==> src/rtl/imsic_msi_tx_pkg.sv <==
// Shared types and width helpers for the IMSIC MSI-info link.
// The info word is {hart, file, eiid}, MSB to LSB; the receiver uses the same offsets.
package imsic_msi_tx_pkg;

  typedef enum logic [1:0] {
    ST_IDLE = 2'd0,
    ST_HIGH = 2'd1,
    ST_HOLD = 2'd2
  } tx_state_e;

  function automatic int max_int(input int a, input int b);
    return (a > b) ? a : b;
  endfunction

  function automatic int hart_width(input int nr_harts);
    return (nr_harts > 32'sd1) ? $clog2(nr_harts) : 32'sd1;
  endfunction

  function automatic int info_width(input int nr_harts, input int nr_files, input int nr_src);
    return hart_width(nr_harts) + $clog2(nr_files) + $clog2(nr_src);
  endfunction

  // A single down-counter times both the strobe and the hold window.
  function automatic int cnt_width(input int vld_high_cyc, input int hold_cyc);
    return $clog2(max_int(vld_high_cyc, hold_cyc)) + 32'sd1;
  endfunction

  function automatic int eiid_lsb();
    return 32'sd0;
  endfunction

  function automatic int file_lsb(input int nr_src);
    return $clog2(nr_src);
  endfunction

  function automatic int hart_lsb(input int nr_files, input int nr_src);
    return $clog2(nr_src) + $clog2(nr_files);
  endfunction

endpackage

==> src/rtl/imsic_msi_tx_fifo.sv <==
// Synchronous request FIFO with extra-MSB pointers; push and pop may share a cycle,
// and a push while full is taken only when the same cycle also pops.
module imsic_msi_tx_fifo
  import imsic_msi_tx_pkg::*;
#(
  parameter int WIDTH = 10,
  parameter int DEPTH = 4
) (
  input  logic             clk,
  input  logic             rstn,
  input  logic             push,
  input  logic [WIDTH-1:0] din,
  input  logic             pop,
  output logic [WIDTH-1:0] dout,
  output logic             full,
  output logic             empty
);

  localparam int AW = (DEPTH > 1) ? $clog2(DEPTH) : 1;

  logic [WIDTH-1:0] mem_r [DEPTH];
  logic [AW:0]      wr_ptr_r;
  logic [AW:0]      rd_ptr_r;
  logic             full_s;
  logic             empty_s;
  logic             wr_en_s;
  logic             rd_en_s;

  assign full_s  = (wr_ptr_r[AW] != rd_ptr_r[AW]) && (wr_ptr_r[AW-1:0] == rd_ptr_r[AW-1:0]);
  assign empty_s = (wr_ptr_r == rd_ptr_r);
  assign wr_en_s = push & (~full_s | pop);
  assign rd_en_s = pop & ~empty_s;

  assign full  = full_s;
  assign empty = empty_s;
  assign dout  = mem_r[rd_ptr_r[AW-1:0]];

  // Storage array: cleared on reset so a stale entry can never be replayed.
  always_ff @(posedge clk or negedge rstn) begin
    if (!rstn) begin
      for (int i = 0; i < DEPTH; i++) begin
        mem_r[i] <= {WIDTH{1'b0}};
      end
    end else if (wr_en_s) begin
      mem_r[wr_ptr_r[AW-1:0]] <= din;
    end else begin
      mem_r[wr_ptr_r[AW-1:0]] <= mem_r[wr_ptr_r[AW-1:0]];
    end
  end

  // Read/write pointers wrap naturally through their extra MSB.
  always_ff @(posedge clk or negedge rstn) begin
    if (!rstn) begin
      wr_ptr_r <= {(AW+1){1'b0}};
      rd_ptr_r <= {(AW+1){1'b0}};
    end else begin
      if (wr_en_s) begin
        wr_ptr_r <= wr_ptr_r + (AW+1)'(1);
      end else begin
        wr_ptr_r <= wr_ptr_r;
      end
      if (rd_en_s) begin
        rd_ptr_r <= rd_ptr_r + (AW+1)'(1);
      end else begin
        rd_ptr_r <= rd_ptr_r;
      end
    end
  end

endmodule

==> src/rtl/imsic_msi_tx.sv <==
// IMSIC MSI-info transmitter: filters illegal requests, queues legal ones and sends each
// as a vld pulse followed by a hold window so the receiver can capture on vld's fall.
module imsic_msi_tx
  import imsic_msi_tx_pkg::*;
#(
  parameter  int NR_INTP_FILES   = 7,
  parameter  int NR_HARTS        = 4,
  parameter  int NR_SRC          = 32,
  parameter  int FIFO_DEPTH      = 4,
  parameter  int VLD_HIGH_CYC    = 4,
  parameter  int HOLD_CYC        = 6,
  localparam int NR_HARTS_WIDTH  = hart_width(NR_HARTS),
  localparam int INTP_FILE_WIDTH = $clog2(NR_INTP_FILES),
  localparam int NR_SRC_WIDTH    = $clog2(NR_SRC),
  localparam int MSI_INFO_WIDTH  = NR_HARTS_WIDTH + INTP_FILE_WIDTH + NR_SRC_WIDTH
) (
  input  logic                       clk,
  input  logic                       rstn,
  input  logic                       i_req_vld,
  output logic                       o_req_rdy,
  input  logic [NR_HARTS_WIDTH-1:0]  i_req_hart,
  input  logic [INTP_FILE_WIDTH-1:0] i_req_file,
  input  logic [NR_SRC_WIDTH-1:0]    i_req_eiid,
  output logic [MSI_INFO_WIDTH-1:0]  o_msi_info,
  output logic                       o_msi_info_vld,
  output logic                       o_drop,
  output logic                       o_busy
);

  localparam int CNT_W = cnt_width(VLD_HIGH_CYC, HOLD_CYC);
  localparam logic [CNT_W-1:0] CNT_ZERO  = {CNT_W{1'b0}};
  localparam logic [CNT_W-1:0] CNT_ONE   = CNT_W'(1);
  localparam logic [CNT_W-1:0] HIGH_LOAD = CNT_W'(VLD_HIGH_CYC - 1);
  localparam logic [CNT_W-1:0] HOLD_LOAD = CNT_W'(HOLD_CYC - 1);

  tx_state_e                 state_r;
  logic [CNT_W-1:0]          cnt_r;
  logic [MSI_INFO_WIDTH-1:0] info_r;
  logic                      vld_r;
  logic                      drop_r;

  logic                      hart_ok_s;
  logic                      file_ok_s;
  logic                      src_ok_s;
  logic                      legal_s;
  logic                      accept_s;
  logic                      push_s;
  logic                      pop_s;
  logic                      fifo_full_s;
  logic                      fifo_empty_s;
  logic [MSI_INFO_WIDTH-1:0] req_info_s;
  logic [MSI_INFO_WIDTH-1:0] fifo_dout_s;

  // Range checks are only built where the field can encode out-of-range values.
  if ((1 << NR_HARTS_WIDTH) > NR_HARTS) begin : g_hart_chk
    assign hart_ok_s = (i_req_hart < NR_HARTS_WIDTH'(NR_HARTS));
  end else begin : g_hart_all
    assign hart_ok_s = 1'b1;
  end

  if ((1 << INTP_FILE_WIDTH) > NR_INTP_FILES) begin : g_file_chk
    assign file_ok_s = (i_req_file < INTP_FILE_WIDTH'(NR_INTP_FILES));
  end else begin : g_file_all
    assign file_ok_s = 1'b1;
  end

  if ((1 << NR_SRC_WIDTH) > NR_SRC) begin : g_src_chk
    assign src_ok_s = (i_req_eiid < NR_SRC_WIDTH'(NR_SRC));
  end else begin : g_src_all
    assign src_ok_s = 1'b1;
  end

  assign legal_s    = (i_req_eiid != {NR_SRC_WIDTH{1'b0}}) & src_ok_s & file_ok_s & hart_ok_s;
  assign o_req_rdy  = ~fifo_full_s;
  assign accept_s   = i_req_vld & ~fifo_full_s;
  assign push_s     = accept_s & legal_s;
  assign req_info_s = {i_req_hart, i_req_file, i_req_eiid};

  imsic_msi_tx_fifo #(
    .WIDTH (MSI_INFO_WIDTH),
    .DEPTH (FIFO_DEPTH)
  ) u_fifo (
    .clk   (clk),
    .rstn  (rstn),
    .push  (push_s),
    .din   (req_info_s),
    .pop   (pop_s),
    .dout  (fifo_dout_s),
    .full  (fifo_full_s),
    .empty (fifo_empty_s)
  );

  // Pop the head when idle, or at hold expiry for a back-to-back message.
  always_comb begin
    pop_s = 1'b0;
    case (state_r)
      ST_IDLE: pop_s = ~fifo_empty_s;
      ST_HOLD: pop_s = ~fifo_empty_s & (cnt_r == CNT_ZERO);
      default: pop_s = 1'b0;
    endcase
  end

  // Message sequencer: strobe window, hold window, and the registered info/vld outputs.
  always_ff @(posedge clk or negedge rstn) begin
    if (!rstn) begin
      state_r <= ST_IDLE;
      cnt_r   <= CNT_ZERO;
      info_r  <= {MSI_INFO_WIDTH{1'b0}};
      vld_r   <= 1'b0;
    end else begin
      case (state_r)
        ST_IDLE: begin
          if (pop_s) begin
            info_r  <= fifo_dout_s;
            vld_r   <= 1'b1;
            cnt_r   <= HIGH_LOAD;
            state_r <= ST_HIGH;
          end else begin
            vld_r   <= 1'b0;
            state_r <= ST_IDLE;
          end
        end
        ST_HIGH: begin
          if (cnt_r == CNT_ZERO) begin
            vld_r   <= 1'b0;
            cnt_r   <= HOLD_LOAD;
            state_r <= ST_HOLD;
          end else begin
            cnt_r   <= cnt_r - CNT_ONE;
          end
        end
        ST_HOLD: begin
          if (cnt_r != CNT_ZERO) begin
            cnt_r   <= cnt_r - CNT_ONE;
          end else if (pop_s) begin
            info_r  <= fifo_dout_s;
            vld_r   <= 1'b1;
            cnt_r   <= HIGH_LOAD;
            state_r <= ST_HIGH;
          end else begin
            state_r <= ST_IDLE;
          end
        end
        default: begin
          vld_r   <= 1'b0;
          cnt_r   <= CNT_ZERO;
          state_r <= ST_IDLE;
        end
      endcase
    end
  end

  // Drop strobe: one cycle after an illegal request is accepted.
  always_ff @(posedge clk or negedge rstn) begin
    if (!rstn) begin
      drop_r <= 1'b0;
    end else begin
      drop_r <= accept_s & ~legal_s;
    end
  end

  assign o_msi_info     = info_r;
  assign o_msi_info_vld = vld_r;
  assign o_drop         = drop_r;
  assign o_busy         = (state_r != ST_IDLE) | ~fifo_empty_s;

endmodule
==> config.mk <==
export PLATFORM = sky130hd
export DESIGN_NAME = imsic_msi_tx
export DESIGN_NICKNAME = d
export VERILOG_FILES = /design/src/rtl/imsic_msi_tx_pkg.sv /design/src/rtl/imsic_msi_tx_fifo.sv /design/src/rtl/imsic_msi_tx.sv
export SDC_FILE = /design/constraint.sdc
export NUM_CORES = 1
export LEC_CHECK = 0
export ABC_AREA = 1
export BUFFER_PORTS_ARGS = -buffer_cell sky130_fd_sc_hd__buf_2
export CAP_MARGIN = 0
export CELL_PAD_IN_SITES_DETAIL_PLACEMENT = 0
export CELL_PAD_IN_SITES_GLOBAL_PLACEMENT = 1
export CORE_ASPECT_RATIO = 1.25
export CORE_MARGIN = 2
export CORE_UTILIZATION = 25
export DETAILED_ROUTE_END_ITERATION = 6
export HOLD_SLACK_MARGIN = 0.1
export PLACE_DENSITY_LB_ADDON = 0.05
export SYNTH_ARGS = -nofsm -noshare
export SYNTH_HDL_FRONTEND = slang
export SYNTH_SLANG_ARGS = --single-unit
==> constraint.sdc <==
create_clock -name clk -period 1.75 [get_ports clk]
set_input_delay 0.4375 -clock clk [delete_from_list [all_inputs] [get_ports clk]]
set_output_delay 0.4375 -clock clk [all_outputs]
set_load 0.05 [all_outputs]
After elaboration in Yosys (flattened, before gate mapping)
Cells that the tools add are included.
{"block": "word_totals", "ff_bits": 64, "latch_bits": 0, "mem_bits_rw": 0, "rom_bits": 0, "inputBits": 13, "out_inout_bits": 14, "word_cells": 79, "memories": 0}
{"block": "op_classes", "n_addsub": 3, "n_mul": 0, "div": 0, "n_lt_le_gt_ge": 4, "n_eq_ne": 8, "n_shift": 0, "n_mux": 28, "bitwise": 14, "reduce_logical": 11}
{"cell": "bitwise mux 40 bit", "n": 2}
{"cell": "two-way mux 10 bit", "n": 7}
{"cell": "binary-select mux 10 bit (select 2 bit)", "n": 2}
{"cell": "two-way mux 40 bit", "n": 1}
{"cell": "demux 10 bit (select 2 bit)", "n": 1}
{"cell": "case mux 10 bit (2 select lines)", "n": 1}
{"cell": "two-way mux 4 bit", "n": 3}
{"cell": "case mux 4 bit (3 select lines)", "n": 1}
{"cell": "AND 1 bit", "n": 7}
{"cell": "adder 3 x 1 -> 3 bit, second input constant", "n": 2}
{"cell": ">= comparator 3 bit, second input constant", "n": 2}
{"cell": "NOT 2 -> 3 bit", "n": 2}
{"cell": "case mux 2 bit (3 select lines)", "n": 1}
{"cell": "two-way mux 1 bit", "n": 5}
{"cell": "nonzero test 5 bit", "n": 1}
{"cell": "logical NOT 4 bit", "n": 1}
{"cell": "two-way mux 2 bit", "n": 2}
{"cell": "inequality test 2 bit, second input constant", "n": 2}
{"cell": "AND reduction 2 bit", "n": 2}
{"cell": "nonzero test 2 bit", "n": 2}
{"cell": "nonzero test 4 bit", "n": 1}
{"cell": "subtractor 4 x 1 -> 4 bit, second input constant", "n": 1}
{"cell": "== test 3 bit", "n": 1}
{"cell": "less-than comparator 3 x 1 -> 1 bit, second input constant", "n": 1}
{"cell": "13 further kinds", "n": 17}

Longest topological paths before layout
Gate-level depths: netlist of run 1.
{"block": "depth", "depth_word": 7, "ltp_mapped": 11, "mapped_depth_nobuf": 10}

Hierarchy
From an unflattened synthesis of run 1, not the netlist that was laid out.
{"block": "hier_totals", "cells_unflattened": 639, "hier_area_um2": 4141.5}
{"mod": "imsic_msi_tx_fifo", "instances": 1, "cells_per_inst": 535, "area_per_inst_um2": 3291.9, "seq_area_each_um2": 1151.1}
{"mod": "imsic_msi_tx", "instances": 1, "cells_per_inst": 104, "area_per_inst_um2": 849.6, "seq_area_each_um2": 450.4}

Worst setup path before layout of run 1
Ideal clock, no wire load.
{"block": "synth_timing", "path_kind": "reg2out", "from": "register u_fifo.wr_ptr_r[0]", "to": "output port o_busy", "arrival_time_ns": 1.193, "required_ns": 1.312, "setup_slack_ns": 0.120, "path_stages_with_launch": 3, "n_path_buf": 0, "cell_sequence": "dfrtp_1 > xnor2_1 > nand4_1"}
{"block": "synth_between", "elab_chain_len": 3}
{"element": "start, declared", "line_no": "imsic_msi_tx_fifo.sv:22", "rtl": "logic [AW:0] wr_ptr_r;"}
{"element": "start signal, assigned", "line_no": "imsic_msi_tx_fifo.sv:54", "rtl": "wr_ptr_r <= {(AW+1){1'b0}};"}
{"element": "start signal, assigned", "line_no": "imsic_msi_tx_fifo.sv:58", "rtl": "wr_ptr_r <= wr_ptr_r + (AW+1)'(1);"}
{"element": "start signal, assigned", "line_no": "imsic_msi_tx_fifo.sv:60", "rtl": "wr_ptr_r <= wr_ptr_r;"}
{"element": "== test 3 bit", "line_no": "imsic_msi_tx_fifo.sv:30", "rtl": "assign empty_s = (wr_ptr_r == rd_ptr_r);"}
{"element": "NOT 1 bit", "line_no": "imsic_msi_tx.sv:165", "rtl": "assign o_busy = (state_r != ST_IDLE) | ~fifo_empty_s;"}
{"element": "bitwise OR 1 bit", "line_no": "imsic_msi_tx.sv:165"}
{"element": "end, declared", "line_no": "imsic_msi_tx.sv:27", "rtl": "output logic o_busy"}
Every way passes these cells.

Final worst setup path of run 1
{"block": "layout_timing", "from": "register u_fifo.rd_ptr_r[0]", "to": "output port o_req_rdy"}
{"block": "layout_between", "elab_chain_len": 3}
{"element": "start, declared", "line_no": "imsic_msi_tx_fifo.sv:23", "rtl": "logic [AW:0] rd_ptr_r;"}
{"element": "start signal, assigned", "line_no": "imsic_msi_tx_fifo.sv:55", "rtl": "rd_ptr_r <= {(AW+1){1'b0}};"}
{"element": "start signal, assigned", "line_no": "imsic_msi_tx_fifo.sv:63", "rtl": "rd_ptr_r <= rd_ptr_r + (AW+1)'(1);"}
{"element": "start signal, assigned", "line_no": "imsic_msi_tx_fifo.sv:65", "rtl": "rd_ptr_r <= rd_ptr_r;"}
{"element": "== test 2 bit", "line_no": "imsic_msi_tx_fifo.sv:29", "rtl": "assign full_s = (wr_ptr_r[AW] != rd_ptr_r[AW]) && (wr_ptr_r[AW-1:0] == rd_ptr_r[AW-1:0]);"}
{"element": "logical AND 1 bit", "line_no": "imsic_msi_tx_fifo.sv:29"}
{"element": "NOT 1 bit", "line_no": "imsic_msi_tx.sv:74", "rtl": "assign o_req_rdy = ~fifo_full_s;"}
{"element": "end, declared", "line_no": "imsic_msi_tx.sv:20", "rtl": "output logic o_req_rdy,"}
Every way passes these cells.

==> results of run 1 <==
## per-layer routing
metal / share of wire [%] / vias to the layer above
met4: 1.5 / 0
met2: 52 / 63
met3: 2.4 / 15
met5: 0 / -
li1: - / 2134
met1: 44 / 1950
## through the flow
stage	util [%]	hold slack [ps]	area (um^2)	TNS, ps	worst slack, ps
2_1_floorplan	-	142	4150	0	120
3_3_place_gp	29.4	460	4770	0	98.1
3_5_place_dp	29.4	463	4770	0	79.8
4_1_cts	31.8	144	5160	-82.6	-56.4
5_1_grt	32.5	155	5260	-537	-93.4
6_report	32.5	122	5260	-53.1	-29.0
## power by group
part	internal, W	total (W)	switching, W
Sequential	0.00223	0.00276	0.000537
Combinational	0.00256	0.00687	0.00431
Clock	0.00125	0.00198	0.000734
## cells by family (layout without fill, tap and decap cells)
| family | after synthesis | count (layout) |
|---|---|---|
| AO/OA/AOI/OAI | 62 | 62 |
| AND/OR/NAND/NOR | 382 | 383 |
| flip-flops | 64 | 64 |
| buffers and inverters | 113 | 167 |
| adder cells (fa/ha/maj) | 6 | 6 |
| XOR/XNOR | 5 | 5 |
## worst paths after layout
path | to | slack [ps]
setup / recovery | o_req_rdy | -30
hold / removal | cnt_r[3] | 120
setup reg to reg | u_fifo.mem_r[20] | 110
hold reg to reg | o_msi_info[3] | 470
max in group asynchronous | u_fifo.mem_r[36] | 1320
min in group clk | o_msi_info[3] | 470
## sequential cells by signal, indices dropped and copies added, names as in the netlist
name and flops:
u_fifo.mem_r 40, o_msi_info 10, cnt_r 4, u_fifo.rd_ptr_r 3, u_fifo.wr_ptr_r 3, state_r 2
o_drop 1, o_msi_info_vld 1
## cell usage after synthesis
cell / count
sky130_fd_sc_hd__inv_1: 67
sky130_fd_sc_hd__a21oi_1: 17
sky130_fd_sc_hd__a31oi_1: 1
sky130_fd_sc_hd__o21ai_0: 42
sky130_fd_sc_hd__nand3_1: 61
sky130_fd_sc_hd__nand3_2: 1
sky130_fd_sc_hd__nand3b_1: 2
sky130_fd_sc_hd__dfrtp_1: 64
sky130_fd_sc_hd__xnor2_1: 4
sky130_fd_sc_hd__nand2_4: 1
sky130_fd_sc_hd__o22ai_1: 2
sky130_fd_sc_hd__nand2_1: 212
sky130_fd_sc_hd__ha_1: 6
sky130_fd_sc_hd__buf_2: 11
sky130_fd_sc_hd__nand4_1: 41
sky130_fd_sc_hd__buf_6: 1
sky130_fd_sc_hd__clkbuf_1: 23
sky130_fd_sc_hd__clkinv_1: 1
sky130_fd_sc_hd__nor2_1: 63
sky130_fd_sc_hd__nand3_4: 1
sky130_fd_sc_hd__buf_1: 2
sky130_fd_sc_hd__buf_4: 6
sky130_fd_sc_hd__xor2_1: 1
sky130_fd_sc_hd__inv_2: 2
## layout make-up
| cell class | instances | share of cell area, % |
|---|---|---|
| inverter | 70 | 5.19 |
| multi-input combinational | 456 | 40.3 |
| clock buffer | 9 | 4.28 |
| sequential | 64 | 30.5 |
| timing repair buffer | 81 | 12.8 |
| tap | 216 | 5.14 |
| clock inverter | 7 | 1.81 |
## what timing repair did
| item | in CTS | in global routing |
|---|---|---|
| setup buffers | 5 | 7 |
| pin swaps | 3 | 1 |
| endpoints found under the hold margin | 0 | 0 |
| hold buffers | 0 | 0 |
| endpoints found under the setup margin | 2 | 47 |
| gates cloned | 0 | 2 |
| resized for setup | 9 | 7 |
==> results.txt, run 1 <==
The tools report the startpoint class of the critical path as a register. The tools report the cell at the root of the clock tree as sky130_fd_sc_hd__clkbuf_16. For the leakage power, the log shows 2.78 nW. Met3 routing resource usage after global routing: 1.92%.

Setup repair after global routing could not meet its margin everywhere. Power density relative to cell area: 2210 nW/um^2. On the worst path, the slowest cell contributes a delay of 400 ps.

The largest family of logic cells by synthesized area was simple AND/OR/NAND/NOR gates. The minimum clock period was 1780 ps; the final-stage net count was 701. 0 antenna diodes ended up in the layout.

The tools report the effective utilization at floorplan as 25.6%. The dominant cell type by area after synthesis was sky130_fd_sc_hd__dfrtp_1. The startpoint identified for the worst register-to-register timing path is u_fifo.wr_ptr_r[0]. For the number of primary I/O pins, the log shows 27.

The initial antenna violation count was 0; the remaining global-route overflow was 0. Counting every instance in the synthesized netlist gives 632. Critical path data arrival time: 1340 ps.

The endpoint kind of the worst setup timing path is an output pin. Using the TritonRoute via totals, the vias-per-cell ratio works out to 4.61. The path class of the tightest hold or removal check is in -> async. The cell area that synthesis handed to floorplanning was 4150 um^2.

For the final database, setup skew stands at 8.62 ps. For the worst-case headroom to the max-slew limit, the log shows 74.2%. Counting cells, the worst reg-to-reg path comes to 7. The flow ran to the end, but the final reports show violations.

The chip width was 119 um. Broken down by cell family, the worst path's largest delay share belongs to flip-flops. The total of buffers placed on input and output ports came out at 26.

When the netlist entered floorplanning its net count stood at 651. Leaving out fill and tap cells, the most frequent cells in the layout are 211 x sky130_fd_sc_hd__nand2_1, 64 x sky130_fd_sc_hd__inv_1, 63 x sky130_fd_sc_hd__nor2_1, 63 x sky130_fd_sc_hd__dfrtp_1, 61 x sky130_fd_sc_hd__nand3_1. The tools report the worst setup path startpoint as u_fifo.rd_ptr_r[0].

The remaining antenna violation count is 0. Entering global routing, the biggest net connects 65 pins. Count of vias placed by the detailed router: 4162.

The die covers 17700 um^2. The total number of yosys warnings is 0. The worst-case IR drop observed on VDD is 0.543 mV. The critical path crosses 4 cells after its start point. Traced cell by cell, the critical path runs through xnor2_2 -> buf_4 -> nand3_4 -> buf_6. The share of the clock period used by the worst path was 102%. The slowest stage of the critical path belongs to the cell sky130_fd_sc_hd__dfrtp_1. At the end of routability-driven placement, the weighted congestion stood at 0.753. The type of the worst setup path was reg -> out. The checks that failed: setup timing. Power comes to 0.0116 W. The clock drives 64 sinks. The synthesized area per cell came out at 6.57 um^2. The share of synthesized area in the top cell type comes to 38.6%.

The run gives 0 as the number of slew-limit violations in the final report. By area the synthesized netlist is led by sky130_fd_sc_hd__dfrtp_1 39%, sky130_fd_sc_hd__nand2_1 19%, sky130_fd_sc_hd__nand3_1 7.4%. Counting flops and latches in the post-synthesis netlist gives 64. The post-detailed-route wirelength per cell was 16.0 um; the row count was 52. Counting tap cells, the placed design contains a total of 874 instances.

The signed area change from the synthesized netlist to the final layout works out to 26.7%. The later pin in the worst-skew pair is clocked with a latency of 340 ps. Derived from the worst setup path, the maximum achievable clock frequency is 562 MHz. Across the run, the number of max-cap violations was 0. The basic-gate share of the synthesized area counting and, or, nand and nor cells was 39.7%.

The filler cells instantiated in the layout total 1774. The number of library cell types mapped by synthesis came out at 24. The first global-routing pass estimated 23300 um of wire. Leaving out fill and tap cells, the most frequent cell in the layout is sky130_fd_sc_hd__nand2_1. For the worst setup path, the data required time is 1310 ps. For the number of global-route vias before repair, the log shows 4184. The final layout contains routed wiring with a total length of 14400 um. Actual transition at the worst max-transition pin: 387 ps. Before antenna repair, the detailed router went through 4 iterations. The longest clock path from root to sink contains 2 buffers. The fraction of synthesized area in multiplexers is 0%, and the met1 layer usage reported by global route is 21.2%.

Together, buffers and inverters on the worst path number 2. Detailed placement finished with a half-perimeter wire length of 10000 um. The share of final-layout standard cells stronger than drive strength 1 is 16.2%.

The area occupied by registers was 1600 um^2; the detailed router's first-iteration violation count was 164. The maximum fanout count along the critical path came out at 2. Of the synthesized area, sequential elements account for 38.6%.

The global-route met2 utilization is 30.9%. After the flow finishes, the layout carries non-filler instances totaling 903. Buffers inserted during clock tree synthesis total 9.

The number of endpoints failing setup at the final stage is 2, and the area fraction in compound gates after synthesis is 7.57%. In this run the number of H-tree levels came out at 3. The post-CTS clock slew at the launch and capture registers of the worst setup and hold paths is 60 ps. TritonCTS built the clock tree. The logs give 0 for the hold violation count in the final report and 2120 um^2 for the area of the multi-input gates.

Global routing used 17.1% of the available tracks. The post-detailed-route DRC marker count was 0; the synthesized-area fraction occupied by adder cells was 1.81%. The region available for standard cell placement spans 16200 um^2. The most crowded layer after global routing is met2. The post-layout worst setup margin is -29.0 ps.

The synthesized netlist devotes 1.06% of its cell area to XOR and XNOR gates. The die is 148 um tall.
Note: power is estimated with default switching activity, not from simulation.
==> inputs of run 2 (changes only) <==
==> constraint.sdc (replaced) <==
create_clock -name clk -period 1.9 [get_ports clk]
set_input_delay 0.475 -clock clk [delete_from_list [all_inputs] [get_ports clk]]
set_output_delay 0.475 -clock clk [all_outputs]
set_load 0.05 [all_outputs]
==> run 2 against run 1 <==
Die area unchanged; register-to-register slack improved by 70 ps; cell area shrank 3.3%; final cell count is 1.4% lower; routed wire length shrank 1.7%; largest power group unchanged; largest cell class unchanged; critical path depth is the same; highest routed layer unchanged; total power fell by 11%; first-iteration DRC count increased by 23%; global-route usage barely moved; the flow now finishes without violations; clock power shrank 14%.
==> results.txt, run 2 (synthesis results as in run 1) <==
The run finished with clean final reports. For the final standard cell area without fillers, the log shows 5090 um^2 (was 5260 um^2). The critical path data arrival time was 1360 ps (was 1340 ps). Most used cells in the layout excluding fill and tap cells: 211 x sky130_fd_sc_hd__nand2_1, 65 x sky130_fd_sc_hd__inv_1, 63 x sky130_fd_sc_hd__nor2_1 (was 211 x sky130_fd_sc_hd__nand2_1, 64 x sky130_fd_sc_hd__inv_1, 63 x sky130_fd_sc_hd__nor2_1, 63 x sky130_fd_sc_hd__dfrtp_1, 61 x sky130_fd_sc_hd__nand3_1). The startpoint class of the critical path was a register (unchanged). TritonCTS built the clock tree. The power density relative to cell area is 2020 nW/um^2 (was 2210 nW/um^2), and the post-detailed-route DRC marker count is 0 (unchanged).

The remaining antenna violation count was 0 (unchanged). The most crowded layer after global routing was met2 (unchanged). The die height is 148 um (unchanged), and the average via count per standard cell is 4.60 (was 4.61). The cell at the root of the clock tree was sky130_fd_sc_hd__clkbuf_16 (unchanged). The met3 routing resource usage after global routing was 2.38% (was 1.92%); the post-CTS clock slew at the launch and capture registers of the worst setup and hold paths was 60 ps (about the same). The tools report the detailed-router iteration count before antenna repair as 5 (was 4). The post-detailed-route wirelength per cell is 16.0 um (about the same). Leakage power: 2.70 nW (was 2.78 nW). Number of maximum-capacitance constraint violations: 0 (unchanged). The maximum fanout count along the critical path is 3 (was 2), and the share of final-layout standard cells stronger than drive strength 1 is 14.2% (was 16.2%).

The peak ir drop on the vdd network is 0.482 mV (was 0.543 mV). The count of filler cells inserted in the layout is 1824 (was 1774). The number of sinks on the clock net was 64 (unchanged); the setup total negative slack was 0 ps (was -53.1 ps). The sum of buffers and inverters on the critical path was 2 (unchanged). The run gives 0 (unchanged) as the initial antenna violation count. Endpoint kind of the worst setup timing path: an output pin (unchanged). The largest net degree at the start of global routing is 65 (unchanged), and the detailed placement HPWL is 9800 um (was 10000 um). The tools report the total wire length after detailed routing as 14200 um (was 14400 um). The row count was 52 (unchanged); the count of placed standard cells including taps was 871 (was 874).

The hold violation count in the final report is 0 (unchanged), and the worst-case headroom to the max-slew limit is 66.6% (was 74.2%). The type of the worst setup path was reg -> out (unchanged). The final-stage net count was 688 (was 701); the remaining global-route overflow was 0 (unchanged). The dominant delay contributor by cell family on the critical path was flip-flops (unchanged). The clock skew after layout was 9.42 ps (was 8.62 ps); the global-route met2 utilization was 29.2% (was 30.9%). The effective utilization at floorplan was 25.6% (unchanged); the number of antenna diodes was 0 (unchanged). The count of vias placed by the detailed router is 4090 (was 4162).

Post-placement cell area: 4730 um^2 (was 4770 um^2). The tools report the worst setup path startpoint as u_fifo.wr_ptr_r[0] (was u_fifo.rd_ptr_r[0]). The launching point of the worst reg2reg path was u_fifo.rd_ptr_r[0] (was u_fifo.wr_ptr_r[0]).

The signed area change from the synthesized netlist to the final layout was 22.6% (was 26.7%); the share of the core filled with cells in the final layout was 31.4% (was 32.5%). Cell type of the slowest stage on the worst timing path: sky130_fd_sc_hd__dfrtp_2 (was sky130_fd_sc_hd__dfrtp_1). The number of hold-repair buffers added at the cts stage was 0 (unchanged).

The tools report the core area as 16200 um^2 (unchanged). The area of the multi-input gates came out at 2100 um^2 (was 2120 um^2). The area occupied by registers came out at 1600 um^2 (about the same). The worst min-delay path category was in -> async (unchanged).

The tools report the wire length of the first global-routing pass as 22900 um (was 23300 um). The total CTS buffers is 9 (unchanged), and the share of the clock period used by the worst path is 96.4%. The logs give 0 (was 2) for the number of endpoints failing setup at the final stage and 0.805 (was 0.753) for the final weighted congestion of routability-driven global placement. The chip width was 119 um (unchanged); the clock network latency to the later pin of the worst-skew pair was 340 ps (about the same).

The logs give 3951 (was 4184) for the number of global-route vias before repair and 2 (unchanged) for the maximum clock insertion buffer count. The stage delay of the slowest cell on the critical path came out at 430 ps (was 400 ps). The overall routing resource usage is 17.1% (about the same). The logs give 202 (was 164) for the detailed router's first-iteration violation count and 3 (unchanged) for the level count of the clock H-tree. The run gives 546 MHz as the highest clock rate. The met1 layer usage reported by global route came out at 22.3% (was 21.2%).

Most common cell after layout, fill and taps aside: sky130_fd_sc_hd__nand2_1 (unchanged). The run gives 17700 um^2 (unchanged) as the die area. The run gives 0 (unchanged) as the number of slew-limit violations in the final report. Critical-path cell list: xnor2_2 -> buf_4 -> nand3_4 -> buf_6 (unchanged). The total of buffers placed on input and output ports came out at 26 (unchanged).

The number of flip-flops under the largest register name works out to 40 (unchanged). The register with the most flip-flops was u_fifo.mem_r (unchanged). For the number of primary I/O pins, the log shows 27 (unchanged). The tools report the data required time at the worst endpoint as 1420 ps (was 1310 ps).

The tools report the non-filler instance count after layout as 890 (was 903). The clock period could shrink to 1830 ps. The actual transition at the worst max-transition pin works out to 496 ps (was 387 ps). Setup repair after global routing left no endpoint under its margin.
run 2: path summary, 6_finish.rpt:
kind | endpoint | slack, ps | cells after the start
worst max-delay path | o_req_rdy | 70 | 4
worst min-delay path | state_r[1] | 140 | 2
worst max register to register | u_fifo.mem_r[22] | 180 | 8
worst min register to register | o_msi_info[1] | 480 | 2
max in group asynchronous | u_fifo.wr_ptr_r[0] | 1410 | 2
min in group clk | o_msi_info[1] | 480 | 2
run 2: per-stage QoR:
stage	hold WS, ps	total power [W]	setup WS [ps]
after global placement	461	0.00854	204
after CTS	175	0.0104	18.0
final	141	0.0103	67.6
after global routing	175	0.0113	2.62
after floorplan	179	0.00640	232
after detailed placement	462	0.00854	188
run 2: power breakdown:
part / leakage, nW / switching (W) / internal (W)
combinational: 1.77 / 0.00390 / 0.00215
sequential: 0.791 / 0.000496 / 0.00205
clock: 0.141 / 0.000685 / 0.00102
total: 2.70 / 0.00508 / 0.00521
run 2: layer usage:
layer	share of wire, %	vias to the layer above
met5	0	-
met4	1.5	0
met3	2.8	14
met2	50	75
met1	46	1902
li1	-	2099
run 2: layout make-up:
cell class,instances,share of cell area (%)
Multi-Input combinational cell,455,41.3
Tap cell,216,5.31
Sequential cell,64,31.5
Timing Repair Buffer,69,10.9
Clock inverter,7,1.43
Inverter,70,5.17
Clock buffer,9,4.43
run 2: repair_timing:
item / CTS / global route
buffers inserted: 2 / 1
resized for setup: 5 / 6
setup endpoints to repair: 2 / 2
gates cloned: 0 / 0
pin swaps: 2 / 1
==> inputs of run 3 (changes only) <==
--- a/config.mk
+++ b/config.mk
@@ -10,7 +10,7 @@
 export CAP_MARGIN = 0
 export CELL_PAD_IN_SITES_DETAIL_PLACEMENT = 0
 export CELL_PAD_IN_SITES_GLOBAL_PLACEMENT = 1
-export CORE_ASPECT_RATIO = 1.25
+export CORE_ASPECT_RATIO = 0.75
 export CORE_MARGIN = 2
 export CORE_UTILIZATION = 25
 export DETAILED_ROUTE_END_ITERATION = 6
==> run 3 against run 2 <==
Cell area increased by 0.39%; highest routed layer unchanged; routed wire length increased by 4.4%; clock-buffer cell count increased by 1; sequential cell count unchanged; clock skew decreased by 2.0 ps; maximum frequency decreased by 0.97%.
==> results.txt, run 3 (synthesis results as in run 1) <==
The logs give 10000 um (was 9800 um) for the detailed placement HPWL and 863 (was 871) for the count of placed standard cells including taps. The non-filler instance count after layout was 881 (was 890); the number of maximum-capacitance constraint violations was 0 (unchanged). The worst min-delay path category is in -> async (unchanged).

For the critical path data arrival time, the log shows 1380 ps (was 1360 ps). For the data required time at the worst endpoint, the log shows 1420 ps (about the same). The highest clock rate came out at 540 MHz (was 546 MHz).

For the final-stage net count, the log shows 685 (was 688). Peak ir drop on the vdd network: 0.572 mV (was 0.482 mV). The signed area change from the synthesized netlist to the final layout was 23.0% (was 22.6%); the effective utilization at floorplan was 25.8% (was 25.6%). The maximum fanout count along the critical path is 3 (unchanged), and the detailed router's first-iteration violation count is 226 (was 202). The largest net degree at the start of global routing was 37 (was 65). The tools report the startpoint class of the critical path as a register (unchanged). The post-CTS clock slew at the launch and capture registers of the worst setup and hold paths came out at 60 ps (about the same).

The number of slew-limit violations in the final report is 0 (unchanged). The share of final-layout standard cells stronger than drive strength 1 works out to 13.6% (was 14.2%). Overall power of the completed layout: 0.0105 W (was 0.0103 W). The die area came out at 17700 um^2 (about the same). Hold violation count in the final report: 0 (unchanged).

The detailed-router iteration count before antenna repair is 4 (was 5), and the remaining antenna violation count is 0 (unchanged). The overall routing resource usage is 17.7% (was 17.1%). The number of primary I/O pins was 27 (unchanged); the minimum clock period was 1850 ps (was 1830 ps).

The logs give 0.00514 W (was 0.00508 W) for the switching power total and 0 (unchanged) for the number of hold-repair buffers added at the cts stage. The power density relative to cell area was 2050 nW/um^2 (was 2020 nW/um^2); the clock network latency to the later pin of the worst-skew pair was 340 ps (about the same). Most used cells in the layout excluding fill and tap cells: 211 x sky130_fd_sc_hd__nand2_1, 66 x sky130_fd_sc_hd__inv_1, 63 x sky130_fd_sc_hd__nor2_1, 63 x sky130_fd_sc_hd__dfrtp_1, 61 x sky130_fd_sc_hd__nand3_1 (was 211 x sky130_fd_sc_hd__nand2_1, 65 x sky130_fd_sc_hd__inv_1, 63 x sky130_fd_sc_hd__nor2_1). For the worst-case headroom to the max-slew limit, the log shows 64.4% (was 66.6%). The chip width is 153 um (was 119 um), and the average via count per standard cell is 4.67 (was 4.60). The tools report the core area as 16100 um^2 (was 16200 um^2).

Critical-path cell list: xnor2_2 -> buf_4 -> nand4_1 -> buf_6 (was xnor2_2 -> buf_4 -> nand3_4 -> buf_6). The run finished with clean final reports. The cell type of the slowest stage on the worst timing path is sky130_fd_sc_hd__dfrtp_2 (unchanged). The post-detailed-route wirelength per cell works out to 16.8 um (was 16.0 um).

The tools report the remaining global-route overflow as 0 (unchanged). The total wire length after detailed routing came out at 14800 um (was 14200 um). Setup repair after global routing could not meet its margin everywhere. The clock skew after layout is 7.45 ps (was 9.42 ps), and the stage delay of the slowest cell on the critical path is 430 ps (about the same). The total of buffers placed on input and output ports is 26 (unchanged).

The tools report the post-detailed-route DRC marker count as 0 (unchanged). The number of endpoints failing setup at the final stage was 0 (unchanged); the final weighted congestion of routability-driven global placement was 0.763 (was 0.805). The tools report the sequential fraction of design power as 24.2% (was 24.8%). The maximum clock insertion buffer count was 2 (unchanged); the row count was 40 (was 52). The internal power was 0.00534 W (was 0.00521 W); the wire length of the first global-routing pass was 23500 um (was 22900 um).

The register with the most flip-flops was u_fifo.mem_r (unchanged). The logs give 0 (unchanged) for the number of antenna diodes and 0 (unchanged) for the initial antenna violation count. For the leakage power, the log shows 2.71 nW (was 2.70 nW). Actual transition at the worst max-transition pin: 534 ps (was 496 ps).

TritonCTS built the clock tree. Die height: 116 um (was 148 um). The total CTS buffers was 9 (unchanged). Number of flip-flops under the largest register name: 40 (unchanged). The share of the clock period used by the worst path works out to 97.4% (was 96.4%). The tools report the cell at the root of the clock tree as sky130_fd_sc_hd__clkbuf_16 (unchanged). Fraction of power consumed by combinational cells: 58.1% (was 58.7%). Type of the worst setup path: reg -> out (unchanged). The relative contribution of the clock network to total power was 17.7% (was 16.5%). Most common cell after layout, fill and taps aside: sky130_fd_sc_hd__nand2_1 (unchanged).

The endpoint kind of the worst setup timing path is an output pin (unchanged). The number of sinks on the clock net was 64 (unchanged); the switching fraction of total power was 49.0% (was 49.3%). The logs give 3 (unchanged) for the level count of the clock H-tree and 4114 (was 4090) for the count of vias placed by the detailed router. The number of global-route vias before repair came out at 3906 (was 3951).
run 3: cell types whose count changed in the layout (fill, tap and decap cells not counted), moves of 2 or more:
cell / delta
sky130_fd_sc_hd__buf_4: -5
sky130_fd_sc_hd__buf_12: +2
sky130_fd_sc_hd__clkinv_4: -2
sky130_fd_sc_hd__inv_2: -2
run 3: critical path: cells and delay by family, from the launching register on:
| family | cells | cell delay (ps) |
|---|---|---|
| xor+xnor | 1 | 180 |
| simple gates | 1 | 110 |
| buf+inv | 2 | 320 |
| flops | 1 | 430 |
run 3: per-stage QoR:
| stage | hold WS (ps) | worst slack [ps] | instance area [um^2] | utilization, % | setup TNS (ps) |
|---|---|---|---|---|---|
| after floorplan | 179 | 232 | 4150 | - | 0 |
| after global placement | 459 | 131 | 4740 | 29.4 | 0 |
| after detailed placement | 468 | 142 | 4740 | 29.4 | 0 |
| after CTS | 119 | 11.7 | 5100 | 31.6 | 0 |
| after global routing | 139 | -25.5 | 5110 | 31.7 | -25.9 |
| final | 111 | 49.8 | 5110 | 31.7 | 0 |
run 3: power groups by stage:
stage	registers, W	logic, W	clock network, W
2_1_floorplan	0.00282	0.00357	0
3_3_place_gp	0.00254	0.00598	0
3_5_place_dp	0.00255	0.00599	0
4_1_cts	0.00253	0.00613	0.00191
5_1_grt	0.00265	0.00684	0.00196
6_report	0.00254	0.00609	0.00185
run 3: worst paths after layout:
check	slack (ps)	endpoint	from	cells after the start
max in group asynchronous	1240	u_fifo.rd_ptr_r[0]	rstn	2
min in group clk	480	o_drop	i_req_vld	3
worst min register to register	480	o_msi_info[5]	o_msi_info[5]	2
worst min-delay path	110	o_drop	rstn	1
worst max-delay path	50	o_busy	u_fifo.rd_ptr_r[0]	4
worst max register to register	200	u_fifo.rd_ptr_r[0]	cnt_r[0]	9
run 3: layout make-up:
| cell class | instances | area, um^2 |
|---|---|---|
| Timing Repair Buffer | 66 | 556 |
| Clock buffer | 10 | 239 |
| Tap cell | 210 | 263 |
| Clock inverter | 6 | 82.6 |
| Inverter | 70 | 265 |
| Fill cell | 1833 | 11000 |
| Sequential cell | 64 | 1600 |
| Multi-Input combinational cell | 455 | 2100 |
run 3: timing repair:
item                       CTS  global route
setup endpoints to repair    2             7
pin swaps                    2             0
buffers inserted             2             0
resized for setup            6             5
run 3: metal layers:
layer  GRT usage [%]  share of wire, %  up-vias
li1                -                 -     2089
met1            27.1                55     1946
met2            25.5                41       75
met3            3.14               3.8        4
met4            4.32              0.57        0
met5               0                 0        -
